===== config.mk =====
export PLATFORM = sky130hd
export DESIGN_NAME = csa_pipe_addsub
export DESIGN_NICKNAME = d
export VERILOG_FILES = /design/src/rtl/csa_pipe_addsub.sv
export SDC_FILE = /design/constraint.sdc
export NUM_CORES = 1
export LEC_CHECK = 0
export BUFFER_PORTS_ARGS = -buffer_cell sky130_fd_sc_hd__buf_2
export CORE_UTILIZATION = 34
export DETAILED_ROUTE_END_ITERATION = 6
export GPL_ROUTABILITY_DRIVEN = 0
export PLACE_DENSITY = 0.56
export SYNTH_ARGS = -nofsm -noshare
export SYNTH_HDL_FRONTEND = slang
export SYNTH_SLANG_ARGS = --single-unit

===== constraint.sdc =====
create_clock -name clk -period 2.5 [get_ports clk]
set_input_delay 0.125 -clock clk [delete_from_list [all_inputs] [get_ports clk]]
set_output_delay 0.125 -clock clk [all_outputs]
set_load 0.005 [all_outputs]

===== src/rtl/csa_pipe_addsub.sv =====
`default_nettype none
// +--------------------------------------------------------------------------+
// | csa_pipe_addsub: two-stage pipelined carry-select adder/subtractor.      |
// | Revision: 1.0                                                            |
// +--------------------------------------------------------------------------+
module csa_pipe_addsub #(
  parameter int WIDTH = 16,
  parameter int BLK   = 4
) (
  input  logic             clk,
  input  logic             rst_n,
  input  logic             in_valid,
  output logic             in_ready,
  input  logic [WIDTH-1:0] a,
  input  logic [WIDTH-1:0] b,
  input  logic             cin,
  input  logic             sub,
  output logic             out_valid,
  input  logic             out_ready,
  output logic [WIDTH-1:0] sum,
  output logic             cout,
  output logic             ovf
);

  localparam int c_BLK = (BLK < 1) ? 1 : BLK;
  localparam int c_NB  = WIDTH / c_BLK;

  if ((BLK < 1) || ((WIDTH % c_BLK) != 0)) begin : g_param_err
    $error("csa_pipe_addsub: BLK must be >= 1 and divide WIDTH");
  end

  logic             w_adv;
  logic [WIDTH-1:0] w_bx;
  logic             w_c0;
  logic [WIDTH-1:0] w_s0, w_s1;
  logic [c_NB-1:0]  w_co0, w_co1;
  logic             w_cm0, w_cm1;

  logic             r_v1;
  logic [WIDTH-1:0] r_s0, r_s1;
  logic [c_NB-1:0]  r_co0, r_co1;
  logic             r_c0, r_cm0, r_cm1;

  logic             r_out_valid;
  logic [WIDTH-1:0] r_sum;
  logic             r_cout, r_ovf;

  logic [WIDTH-1:0] w_sum;
  logic             w_cy, w_ctop, w_cmsb;

  assign w_adv    = !r_out_valid || out_ready;
  assign in_ready = w_adv;

  assign w_bx = b ^ {WIDTH{sub}};
  assign w_c0 = cin ^ sub;

  for (genvar k = 0; k < c_NB; k++) begin : g_blk
    logic [c_BLK:0] w_t0, w_t1;
    assign w_t0 = {1'b0, a[k*c_BLK +: c_BLK]} + {1'b0, w_bx[k*c_BLK +: c_BLK]};
    assign w_t1 = w_t0 + {{c_BLK{1'b0}}, 1'b1};
    assign w_s0[k*c_BLK +: c_BLK] = w_t0[c_BLK-1:0];
    assign w_s1[k*c_BLK +: c_BLK] = w_t1[c_BLK-1:0];
    assign w_co0[k] = w_t0[c_BLK];
    assign w_co1[k] = w_t1[c_BLK];
  end

  // Carry into the MSB recovered from its sum bit: s = a ^ b ^ c.
  assign w_cm0 = w_s0[WIDTH-1] ^ a[WIDTH-1] ^ w_bx[WIDTH-1];
  assign w_cm1 = w_s1[WIDTH-1] ^ a[WIDTH-1] ^ w_bx[WIDTH-1];

  // Block carry select chain; w_ctop ends as the carry into the top block.
  always_comb begin
    w_sum  = '0;
    w_cy   = r_c0;
    w_ctop = 1'b0;
    for (int k = 0; k < c_NB; k++) begin
      w_ctop = w_cy;
      w_sum[k*c_BLK +: c_BLK] = w_cy ? r_s1[k*c_BLK +: c_BLK] : r_s0[k*c_BLK +: c_BLK];
      w_cy = w_cy ? r_co1[k] : r_co0[k];
    end
  end

  assign w_cmsb = w_ctop ? r_cm1 : r_cm0;

  always_ff @(posedge clk or negedge rst_n) begin
    if (!rst_n) begin
      r_v1        <= 1'b0;
      r_s0        <= '0;
      r_s1        <= '0;
      r_co0       <= '0;
      r_co1       <= '0;
      r_c0        <= 1'b0;
      r_cm0       <= 1'b0;
      r_cm1       <= 1'b0;
      r_out_valid <= 1'b0;
      r_sum       <= '0;
      r_cout      <= 1'b0;
      r_ovf       <= 1'b0;
    end else if (w_adv) begin
      r_v1        <= in_valid;
      r_s0        <= w_s0;
      r_s1        <= w_s1;
      r_co0       <= w_co0;
      r_co1       <= w_co1;
      r_c0        <= w_c0;
      r_cm0       <= w_cm0;
      r_cm1       <= w_cm1;
      r_out_valid <= r_v1;
      r_sum       <= w_sum;
      r_cout      <= w_cy;
      r_ovf       <= w_cmsb ^ w_cy;
    end
  end

  assign out_valid = r_out_valid;
  assign sum       = r_sum;
  assign cout      = r_cout;
  assign ovf       = r_ovf;

endmodule
`default_nettype wire


# [After elaboration in Yosys (flattened, before gate mapping)]
# Cells that the tools add are included.
[totals] register_bits=63 inputBits=38 out_inout_bits=20 elab_cells=38
[classes] addsub=8 mux=9 bitwise_logic=7 n_reduce_logical=2
[op_table] cell="adder 4 x 4 -> 5 bit" n=4
[op_table] cell="adder 5 x 1 -> 5 bit (second input constant)" n=4
[op_table] cell="2-to-1 mux 4 bit" n=4
[op_table] cell="bitwise XOR 16 bit" n=1
[op_table] cell="bitwise XOR 1 bit" n=6
[op_table] cell="2-to-1 mux 1 bit" n=5
[op_table] cell="zero test 1 bit" n=1
[op_table] cell="logical OR 1 bit" n=1

# [Longest topological paths before layout]
# Gate-level depths: netlist (run 1).
[depth] ltp_word=5 depth_mapped=11 mapped_depth_nobuf=9

# [Least setup slack after synthesis (run 1)]
# OpenSTA, ideal clock, no wires.
[synth_timing] kind="input to register" from="input sub" to="register r_cm1" setup_ns=0.125 arrival_time_ns=2.633 t_required_ns=2.375 setup_slack_ns=-0.258 cell_stages=10 cell_sequence="buf_2 -> buf_1 -> xor2_1 -> ha_1 -> inv_1 -> fa_1 -> xnor2_1 -> nand3_1 -> xnor3_1 -> mux2_2"
[synth_via] elab_chain_len=5
[synth_rtl] element="start: declaration" line="17" rtl="input logic sub,"
[synth_rtl] element="bitwise XOR 16 bit *" line="54" rtl="assign w_bx = b ^ {WIDTH{sub}};"
[synth_rtl] element="adder 4 x 4 -> 5 bit" line="59" rtl="assign w_t0 = {1'b0, a[k*c_BLK +: c_BLK]} + {1'b0, w_bx[k*c_BLK +: c_BLK]};"
[synth_rtl] element="adder 5 x 1 -> 5 bit" line="60" rtl="assign w_t1 = w_t0 + {{c_BLK{1'b0}}, 1'b1};"
[synth_rtl] element="bitwise XOR 1 bit" line="69" rtl="assign w_cm1 = w_s1[WIDTH-1] ^ a[WIDTH-1] ^ w_bx[WIDTH-1];"
[synth_rtl] element="bitwise XOR 1 bit *" line="69"
[synth_rtl] element="end signal: assignment" line="107" rtl="r_cm1 <= w_cm1;"
[synth_rtl] element="end: declaration" line="42" rtl="logic r_c0, r_cm0, r_cm1;"
# Every way passes the cells marked *; elsewhere a longest branch is shown, timed or not.
# A chain may end at the register's enable or synchronous reset.

# [Final worst setup path (run 1)]
[layout_timing] from="input sub" to="register r_s1[7]"
[layout_via] elab_chain_len=3
[layout_rtl] element="bitwise XOR 16 bit" line="54"
[layout_rtl] element="adder 4 x 4 -> 5 bit" line="59"
[layout_rtl] element="adder 5 x 1 -> 5 bit" line="60"
[layout_rtl] element="end signal: assignment" line="102" rtl="r_s1 <= w_s1;"
[layout_rtl] element="end: declaration" line="40" rtl="logic [WIDTH-1:0] r_s0, r_s1;"
# Every way passes these cells.

==> flow_summary.json, run 1 <==
{
  "drive_gt1_share_pct": 20.54,
  "crit_arrival_ns": 2.21,
  "maxCapViolations": 0,
  "netlist_area_um2": 3571,
  "synthArstFlopShare_pct": 100.0,
  "synth_top_cell_area_share_pct": 44.15,
  "grt_usage_pct": 13.35,
  "p_per_area_nw_per_um2": 850.3,
  "synthCells": 372,
  "h-tree-depth": 3,
  "hold_class": "primary input to flip-flop",
  "drc_errors": 0,
  "cts_tree": "built",
  "dieArea_um2": 10920,
  "p_comb_share_pct": 35.5,
  "rsz0062_at_grt": "no",
  "post-route-period-util_pct": 78.36,
  "power.share.clock_pct": 21.8,
  "dr.pass1.iters": 4,
  "io_pins": 58,
  "hpwlAfterDp_um": 4921,
  "nNetsFinal": 500,
  "ff_latch_area_um2": 1577,
  "synth_top_family_by_area": "simple AND/OR/NAND/NOR gates",
  "initial_utilization_pct": 34.90,
  "post-cts-setup-buffers": 0,
  "synth.distinct_cells": 34,
  "wl_per_cell_um": 11.27,
  "max_slew_margin_pct": 47.27,
  "detail-route-antenna-nets": 0,
  "cts_made_buffers": 9,
  "tns_ns": 0,
  "multi_input_area_um2": 1858,
  "grt_pass1_wl_um": 11720,
  "max_slew.worst_pin.slew_ns": 0.7909,
  "num_vias": 2577,
  "ys_seq_area_share_pct": 44.15,
  "synth_edf_count": 0,
  "p_int_w": 0.002422,
  "hold_viol": 0,
  "synth_seq_cells": 63,
  "synthAdderAreaFrac_pct": 9.250,
  "synthSimpleGateAreaFrac_pct": 12.93,
  "crit_path_start_kind": "primary input",
  "clockBufferDepth": 2,
  "yosys_warnings": 0,
  "root_buffer": "clkbuf_8",
  "port_buffers": 57,
  "antenna_found_initial": 0,
  "syn_to_final_growth_pct": 19.83,
  "layout_commonest_cell": "nand2_1",
  "n_antenna_cell": 0,
  "status": "finished clean",
  "cp.required_ns": 2.75,
  "avgSynthCellArea_um2": 9.599,
  "overflow": 0,
  "grt_max_degree": 64,
  "grt_pass1_vias": 2578,
  "ir_drop_v": 0.0002702,
  "fp.coreArea_um2": 10230,
  "slew_viol_final": 0,
  "skew_ns": 0.007492,
  "drtIter0Drc": 112,
  "switching_share_pct": 33.43,
  "fp.dieW_um": 104.5,
  "critPathKind": "primary input to flip-flop",
  "clkTransAtPathRegs_ns": 0.07,
  "synth_compound_area_share_pct": 11.98,
  "fmax_mhz": 510.5,
  "synthXorXnorAreaFrac_pct": 10.20,
  "min_period_ns": 1.959,
  "synthMuxAreaShare_pct": 7.253,
  "fin_util_pct": 41.82,
  "fill_cells": 1014,
  "die_h_um": 104.5,
  "rows": 37,
  "final_cell_mix": "nand2_1 (76), dfrtp_1 (63), buf_2 (57)",
  "syn-num-nets": 434,
  "cts_sinks": 63,
  "drt-total-wl_um": 6524,
  "p_sw_w": 0.001216,
  "sequentialPowerShare_pct": 42.7,
  "synth_area_leaders": "dfrtp_1 (44%), nand2_1 (8.0%), ha_1 (7.0%), xor2_1 (5.6%), mux2i_1 (5.0%)",
  "ys.flop_type": "dfrtp_1",
  "path_max_fanout": 12,
  "setup-violations-final": 0,
  "yosys.area.top_type": "dfrtp_1",
  "placed_area_um2": 4075,
  "p_leak_nw": 2.127,
  "final_area_um2": 4279,
  "routed_via_density": 4.451,
  "endpoint_kind": "flip-flop",
  "clkLatencyLatePin_ns": 0.33
}
==> Yosys cell counts (all sizes together) (5+ instances only) <==
| library cell | number |
|---|---|
| dfrtp | 63 |
| a21o | 7 |
| xnor2 | 16 |
| nand2 | 76 |
| nand3 | 5 |
| inv | 22 |
| xor2 | 23 |
| ha | 20 |
| o21a | 5 |
| a21oi | 22 |
| nor2 | 16 |
| o21ai | 30 |
| mux2i | 21 |
| clkbuf | 12 |
==> power groups by stage <==
| stage | registers [W] | logic (W) | clock network [W] |
|---|---|---|---|
| 6_report | 0.00155 | 0.00129 | 0.000794 |
| 5_1_grt | 0.00160 | 0.00147 | 0.000861 |
| 4_1_cts | 0.00156 | 0.00132 | 0.000817 |
| 3_5_place_dp | 0.00158 | 0.00131 | 0 |
| 3_3_place_gp | 0.00157 | 0.00129 | 0 |
| 2_1_floorplan | 0.00156 | 0.000881 | 0 |
==> through the flow <==
stage	hold WS, ns	total power [W]	instances	setup WS [ns]
final	0.1013	0.003639	579	0.5411
after global routing	0.1190	0.003934	579	0.2969
after detailed placement	0.3313	0.002893	561	0.1495
after CTS	0.09714	0.003696	579	0.4940
after global placement	0.3268	0.002858	561	0.2374
after floorplan	-0.1706	0.002442	372	0.02581
==> worst max-delay path, cell delays in order <==
cell	delay, ns
buf_2	0.27
buf_4	0.23
xor2_1	0.15
ha_1	0.20
inv_1	0.06
fa_1	0.43
xnor2_1	0.31
nand3_1	0.14
xnor2_1	0.13
o21ai_0	0.17
==> cell families after synthesis <==
logic type      after synthesis
compound gates               74
xor+xnor                     40
fa+ha+maj                    24
buf+inv                      38
flops                        63
mux                          22
simple gates                111
==> routing by layer <==
metal	vias to the layer above	GRT usage (%)	wire, µm
met4	0	5.816	65
met2	54	19.06	2612
met5	-	0	0
li1	1367	-	-
met1	1150	19.57	3585
met3	6	2.444	260
==> path summary, 6_finish.rpt <==
| check | start | cells past startpoint | slack (ns) | end |
|---|---|---|---|---|
| setup / recovery | sub | 10 | 0.54 | r_s1[7] |
| hold / removal | cin | 3 | 0.10 | r_c0 |
| setup reg to reg | r_c0 | 5 | 0.55 | sum[13] |
| hold reg to reg | r_s0[10] | 2 | 0.46 | r_s0[10] |
| max in group asynchronous | rst_n | 3 | 1.48 | r_co1[0] |
| min in group asynchronous | rst_n | 3 | 0.49 | out_valid |
==> area by class of cell <==
type | count | area share, %
well taps | 136 | 3.977
clock inverters | 5 | 0.7602
inverters | 22 | 1.930
clock buffers | 11 | 3.538
repair buffers | 71 | 9.532
multi-input cells | 271 | 43.42
flip-flops and latches | 63 | 36.84
==> registers in the layout, summed over array words and instances, names as in the netlist <==
| register | flops |
|---|---|
| cout | 1 |
| r_s0 | 16 |
| sum | 16 |
| r_cm0 | 1 |
| r_co0 | 4 |
| r_v1 | 1 |
| out_valid | 1 |
| ovf | 1 |
| r_co1 | 4 |
| r_c0 | 1 |
| r_cm1 | 1 |
| r_s1 | 16 |
==> timing repair <==
action,4_1_cts,5_1_grt
hold buffers,2,0
resized for setup,0,0
hold endpoints to repair,51,0
Note: power is estimated with default switching activity, not from simulation.
==> inputs of run 2 (changes only) <==
Clock period 2.5 ns to 1.91 ns, I/O delays scaled along.
==> run 2 against run 1 <==
Largest cell class unchanged. Final cell count rose by 3.3%. Non-clock buffer count increased by 19. Register-to-register slack got worse by 0.51 ns. Global-route usage increased by 0.55 points. Critical path type is now flip-flop to flip-flop. Total power is 37% higher. Critical path depth shrank 4. Clock-buffer cell count grew 1. Sequential power is 32% higher. Clock skew fell by 0.0018 ns.
==> flow_summary.json, run 2 (synthesis results as in run 1) <==
{
  "status": "finished clean",
  "cp_slowest_stage_delay_ns": 0.41,
  "hold_slack_ns": 0.07454,
  "placed_area_um2": 4298,
  "rows": 37,
  "routed_via_density": 4.480,
  "slowest_stage": "dfrtp_1",
  "wl_per_cell_um": 11.63,
  "port_buffers": 57,
  "root_buffer": "clkbuf_8",
  "p_per_area_nw_per_um2": 1103,
  "cp.required_ns": 2.13,
  "grt_use_met1_pct": 19.75,
  "crit_buf_inv": 1,
  "layout_commonest_cell": "nand2_1",
  "drt-total-wl_um": 6956,
  "grt_pass1_vias": 2622,
  "dieArea_um2": 10920,
  "max_slew.worst_pin.slew_ns": 0.6062,
  "min_period_ns": 1.868,
  "antenna_found_initial": 0,
  "max_slew_margin_pct": 59.59,
  "cts_sinks": 63,
  "cts_tree": "built",
  "r2r_cells": 6,
  "dr.pass1.iters": 4,
  "initial_utilization_pct": 34.90,
  "critPathKind": "flip-flop to flip-flop",
  "syn_to_final_growth_pct": 26.56,
  "drive_gt1_share_pct": 27.06,
  "final_cell_mix": "nand2_1 (76), dfrtp_1 (63), buf_2 (57)",
  "setup-violations-final": 0,
  "clockBufferDepth": 2,
  "grt_pass1_wl_um": 12150,
  "crit_path_start_kind": "flip-flop",
  "skew_ns": 0.005721,
  "final_area_um2": 4519,
  "grt_max_degree": 78,
  "die_h_um": 104.5,
  "cts_made_buffers": 9,
  "hold_class": "primary input to flip-flop",
  "num_vias": 2679,
  "grt_usage_pct": 13.91,
  "ir_drop_v": 0.0003388,
  "path_depth": 6,
  "h-tree-depth": 3,
  "n_antenna_cell": 0,
  "design_power_total_w": 0.004985,
  "fmax_mhz": 535.5,
  "crit_top_cell": "mux2i_4",
  "drtIter0Drc": 117,
  "fp.dieW_um": 104.5,
  "crit_arrival_ns": 2.09,
  "io_pins": 58,
  "fp.coreArea_um2": 10230,
  "hpwlAfterDp_um": 5167,
  "critical_path.top_delay_family": "multiplexers",
  "slew_viol_final": 0,
  "path_max_fanout": 6,
  "min_delay_path_depth": 3,
  "p_leak_nw": 2.244,
  "nNetsFinal": 519,
  "drc_errors": 0,
  "post-route-period-util_pct": 97.78,
  "maxCapViolations": 0,
  "endpoint_kind": "flip-flop",
  "hold_viol": 0,
  "rsz0062_at_grt": "yes",
  "clkTransAtPathRegs_ns": 0.07,
  "grt_use_met3_pct": 3.383,
  "clkLatencyLatePin_ns": 0.34,
  "busiest_layer": "met2",
  "gr-usage-met2_pct": 19.91,
  "path_cells": "mux2i_4 -> mux2i_4 -> mux2i_4 -> buf_12 -> mux2i_2 -> o21ai_1",
  "overflow": 0,
  "detail-route-antenna-nets": 0
}
-- run 2: cell types whose count changed in the layout (fill, tap and decap cells not counted), sizes merged --
| cell | before | now |
|---|---|---|
| buf | 69 | 88 |
| clkinvlp | 3 | 0 |
| clkinv | 2 | 4 |
| clkbuf | 11 | 12 |
-- run 2: where the power goes --
group | switching (W) | total, W | leakage [nW] | internal, W
Combinational | 0.000907 | 0.00192 | 1.40 | 0.00101
Clock | 0.000495 | 0.00103 | 0.0959 | 0.000533
Sequential | 0.000252 | 0.00204 | 0.749 | 0.00179
-- run 2: layer usage --
metal	share of wire (%)	routed length, µm
met1	53	3690
met2	40	2794
met3	4.8	336
met4	1.9	135
met5	0	0
-- run 2: area by class of cell --
class                           instances  area, µm²
Clock buffer                           12      155.1
Clock inverter                          4      20.02
Fill cell                            1027       5712
Inverter                               22      82.58
Multi-Input combinational cell        271       1927
Sequential cell                        63       1577
Tap cell                              136      170.2
Timing Repair Buffer                   90      588.1
-- run 2: path summary, 6_finish.rpt --
check | start | to | slack (ns)
min in group asynchronous | rst_n | out_valid | 0.30
max reg2reg | r_c0 | sum[13] | 0.04
min | cin | r_c0 | 0.07
min reg2reg | r_v1 | out_valid | 0.46
max | r_c0 | sum[13] | 0.04
max in group asynchronous | rst_n | sum[5] | 1.00
-- run 2: through the flow --
step | worst slack [ns] | TNS (ns) | util, % | instances
after global placement | -0.1264 | -0.5717 | 42.01 | 578
after global routing | -0.05331 | -0.2486 | 44.17 | 598
after CTS | 0.008304 | 0 | 44.10 | 598
final | 0.04248 | 0 | 44.17 | 598
after detailed placement | -0.2057 | -1.130 | 42.01 | 578
after floorplan | -0.1352 | -0.8747 | - | 372
-- run 2: tightest hold or removal path: stages --
cell     delay (ns)
buf_2          0.08
xnor2_1        0.07
o21ai_0        0.13
-- run 2: what timing repair did --
| item | in CTS | in global routing |
|---|---|---|
| hold buffers | 2 | 0 |
| endpoints found under the hold margin | 25 | 0 |
| setup buffers | 2 | 0 |
| cloned | 0 | 0 |
| resized for setup | 1 | 2 |
| setup endpoints to repair | 1 | 6 |
| pin swaps | 0 | 0 |
==> inputs of run 3 (changes only) <==
Settings changed: REMOVE_ABC_BUFFERS set to 1.
==> run 3 against run 2 <==
Die area unchanged. Via count up 1.0%. Sequential cell count stayed put. Critical endpoint unchanged. Clock power up 8%. Sequential share of layout area up 0.31 points. Fmax is 0.48% higher.
==> flow_summary.json, run 3 (synthesis results as in run 1) <==
{
  "min_delay_path_depth": 3,
  "clkLatencyLatePin_ns": 0.33,
  "rsz0062_at_grt": "yes",
  "clkTransAtPathRegs_ns": 0.07,
  "cp.required_ns": 2.11,
  "dieArea_um2": 10920,
  "dr.pass1.iters": 4,
  "dpl_worst_slack_ns": -0.3463,
  "layout_commonest_cell": "nand2_1",
  "setup_slack_ns": 0.05136,
  "maxCapViolations": 0,
  "p_leak_nw": 2.247,
  "hold_end": "r_c0",
  "initial_utilization_pct": 34.90,
  "num_vias": 2706,
  "fmax_mhz": 538.0,
  "overflow": 0,
  "port_buffers": 57,
  "slowest_stage": "dfrtp_1",
  "routed_via_density": 4.518,
  "antenna_found_initial": 0,
  "status": "finished clean",
  "min_from": "cin",
  "rr_endpoint": "sum[13]",
  "cts_tree": "built",
  "fp.dieW_um": 104.5,
  "drc_errors": 0,
  "design_power_total_w": 0.004965,
  "critical_path.top_delay_family": "multiplexers",
  "drtIter0Drc": 40,
  "grt_usage_pct": 14.23,
  "n_antenna_cell": 0,
  "die_h_um": 104.5,
  "endpoint_kind": "flip-flop",
  "drt-total-wl_um": 6942,
  "crit_path_start_kind": "flip-flop",
  "h-tree-depth": 3,
  "critPathKind": "flip-flop to flip-flop",
  "final_cell_mix": "nand2_1 (76), dfrtp_1 (63), buf_2 (56)",
  "drive_gt1_share_pct": 24.41,
  "min_period_ns": 1.859,
  "nNetsFinal": 520,
  "hold_class": "primary input to flip-flop",
  "grt_pass1_wl_um": 12410,
  "cts_made_buffers": 9,
  "ir_drop_v": 0.0003368,
  "crit_arrival_ns": 2.06,
  "rrSetupSlack_ns": 0.05,
  "max_slew_margin_pct": 67.05,
  "fin_util_pct": 43.78,
  "grt_pass1_vias": 2761,
  "crit_buf_inv": 1,
  "cts_sinks": 63,
  "hold_slack_ns": 0.09860,
  "setup-violations-final": 0,
  "io_pins": 58,
  "slew_viol_final": 0,
  "clockBufferDepth": 2,
  "cp_slowest_stage_delay_ns": 0.41,
  "wl_per_cell_um": 11.59,
  "instances_no_fill": 599,
  "hpwlAfterDp_um": 5187,
  "p_per_area_nw_per_um2": 1109,
  "hold_viol": 0,
  "crit_top_cell": "mux2i_4",
  "syn_to_final_growth_pct": 25.44,
  "post-route-period-util_pct": 97.31,
  "path_max_fanout": 6,
  "r2r_cells": 6,
  "skew_ns": 0.009031,
  "fp.coreArea_um2": 10230,
  "path_cells": "mux2i_4 -> mux2i_4 -> mux2i_4 -> buf_12 -> mux2i_1 -> o21ai_1",
  "root_buffer": "clkbuf_8",
  "r2r_start": "r_c0",
  "max_slew.worst_pin.slew_ns": 0.4943,
  "grt_max_degree": 78,
  "dp_cells": 581,
  "detail-route-antenna-nets": 0,
  "rows": 37
}
==> run 3: cell count changes in the layout (fill, tap and decap cells not counted), moves of 2 or more <==
cell,before,now
ha_1,17,20
ha_2,3,0
mux2i_1,15,18
mux2i_2,3,0
buf_4,27,29
clkbuf_8,11,9
fa_1,1,3
fa_2,3,1
inv_1,20,22
inv_2,2,0
xnor2_1,12,14
==> run 3: final cells by class <==
type                       instances  area, µm²
fill                            1005       5752
clock buffer                      10      127.6
clock inverter                     6      61.31
tap                              136      170.2
timing repair buffer              91      585.6
inverter                          22      82.58
sequential                        63       1577
multi-input combinational        271       1876
==> run 3: worst max path at each step <==
stage,startpoint,to,depth (start not counted)
6_report,r_c0,sum[13],6
4_1_cts,sub,r_cm1,9
5_1_grt,r_c0,sum[13],6
3_5_place_dp,sub,r_cm1,9
3_3_place_gp,sub,r_cm1,9
2_1_floorplan,out_valid,r_cm1,3
==> run 3: what timing repair did <==
action | in CTS | in global routing
hold buffers | 2 | 0
setup endpoints to repair | 0 | 10
hold endpoints to repair | 21 | 0
gates resized for setup | 0 | 5
buffers inserted | 0 | 0
==> run 3: through the flow <==
stage	area [µm²]	TNS [ns]
after floorplan	3502	-131.71
final	4479	0
after detailed placement	4243	-2.526
after global routing	4479	-0.3351
after CTS	4452	0
after global placement	4243	-1.461
==> run 3: metal layers <==
layer | global-route usage (%) | vias up | wire length [µm]
li1 | - | 1410 | -
met1 | 17.68 | 1243 | 3240
met2 | 24.03 | 48 | 3357
met3 | 2.506 | 5 | 271
met4 | 6.429 | 0 | 72
met5 | 0 | - | 0
==> run 3: worst reg2reg max path, stage by stage, from the launching register on <==
cell	delay [ns]
dfrtp_1	0.41
mux2i_4	0.29
mux2i_4	0.31
mux2i_4	0.29
buf_12	0.15
mux2i_1	0.21
o21ai_1	0.07
==> run 3: report_power, final <==
group | switching (W) | leakage (nW) | total (W) | internal, W
clock | 0.000510 | 0.0960 | 0.00111 | 0.000598
sequential | 0.000254 | 0.749 | 0.00204 | 0.00179
combinational | 0.000860 | 1.40 | 0.00181 | 0.000954
total | 0.00162 | 2.25 | 0.00497 | 0.00334
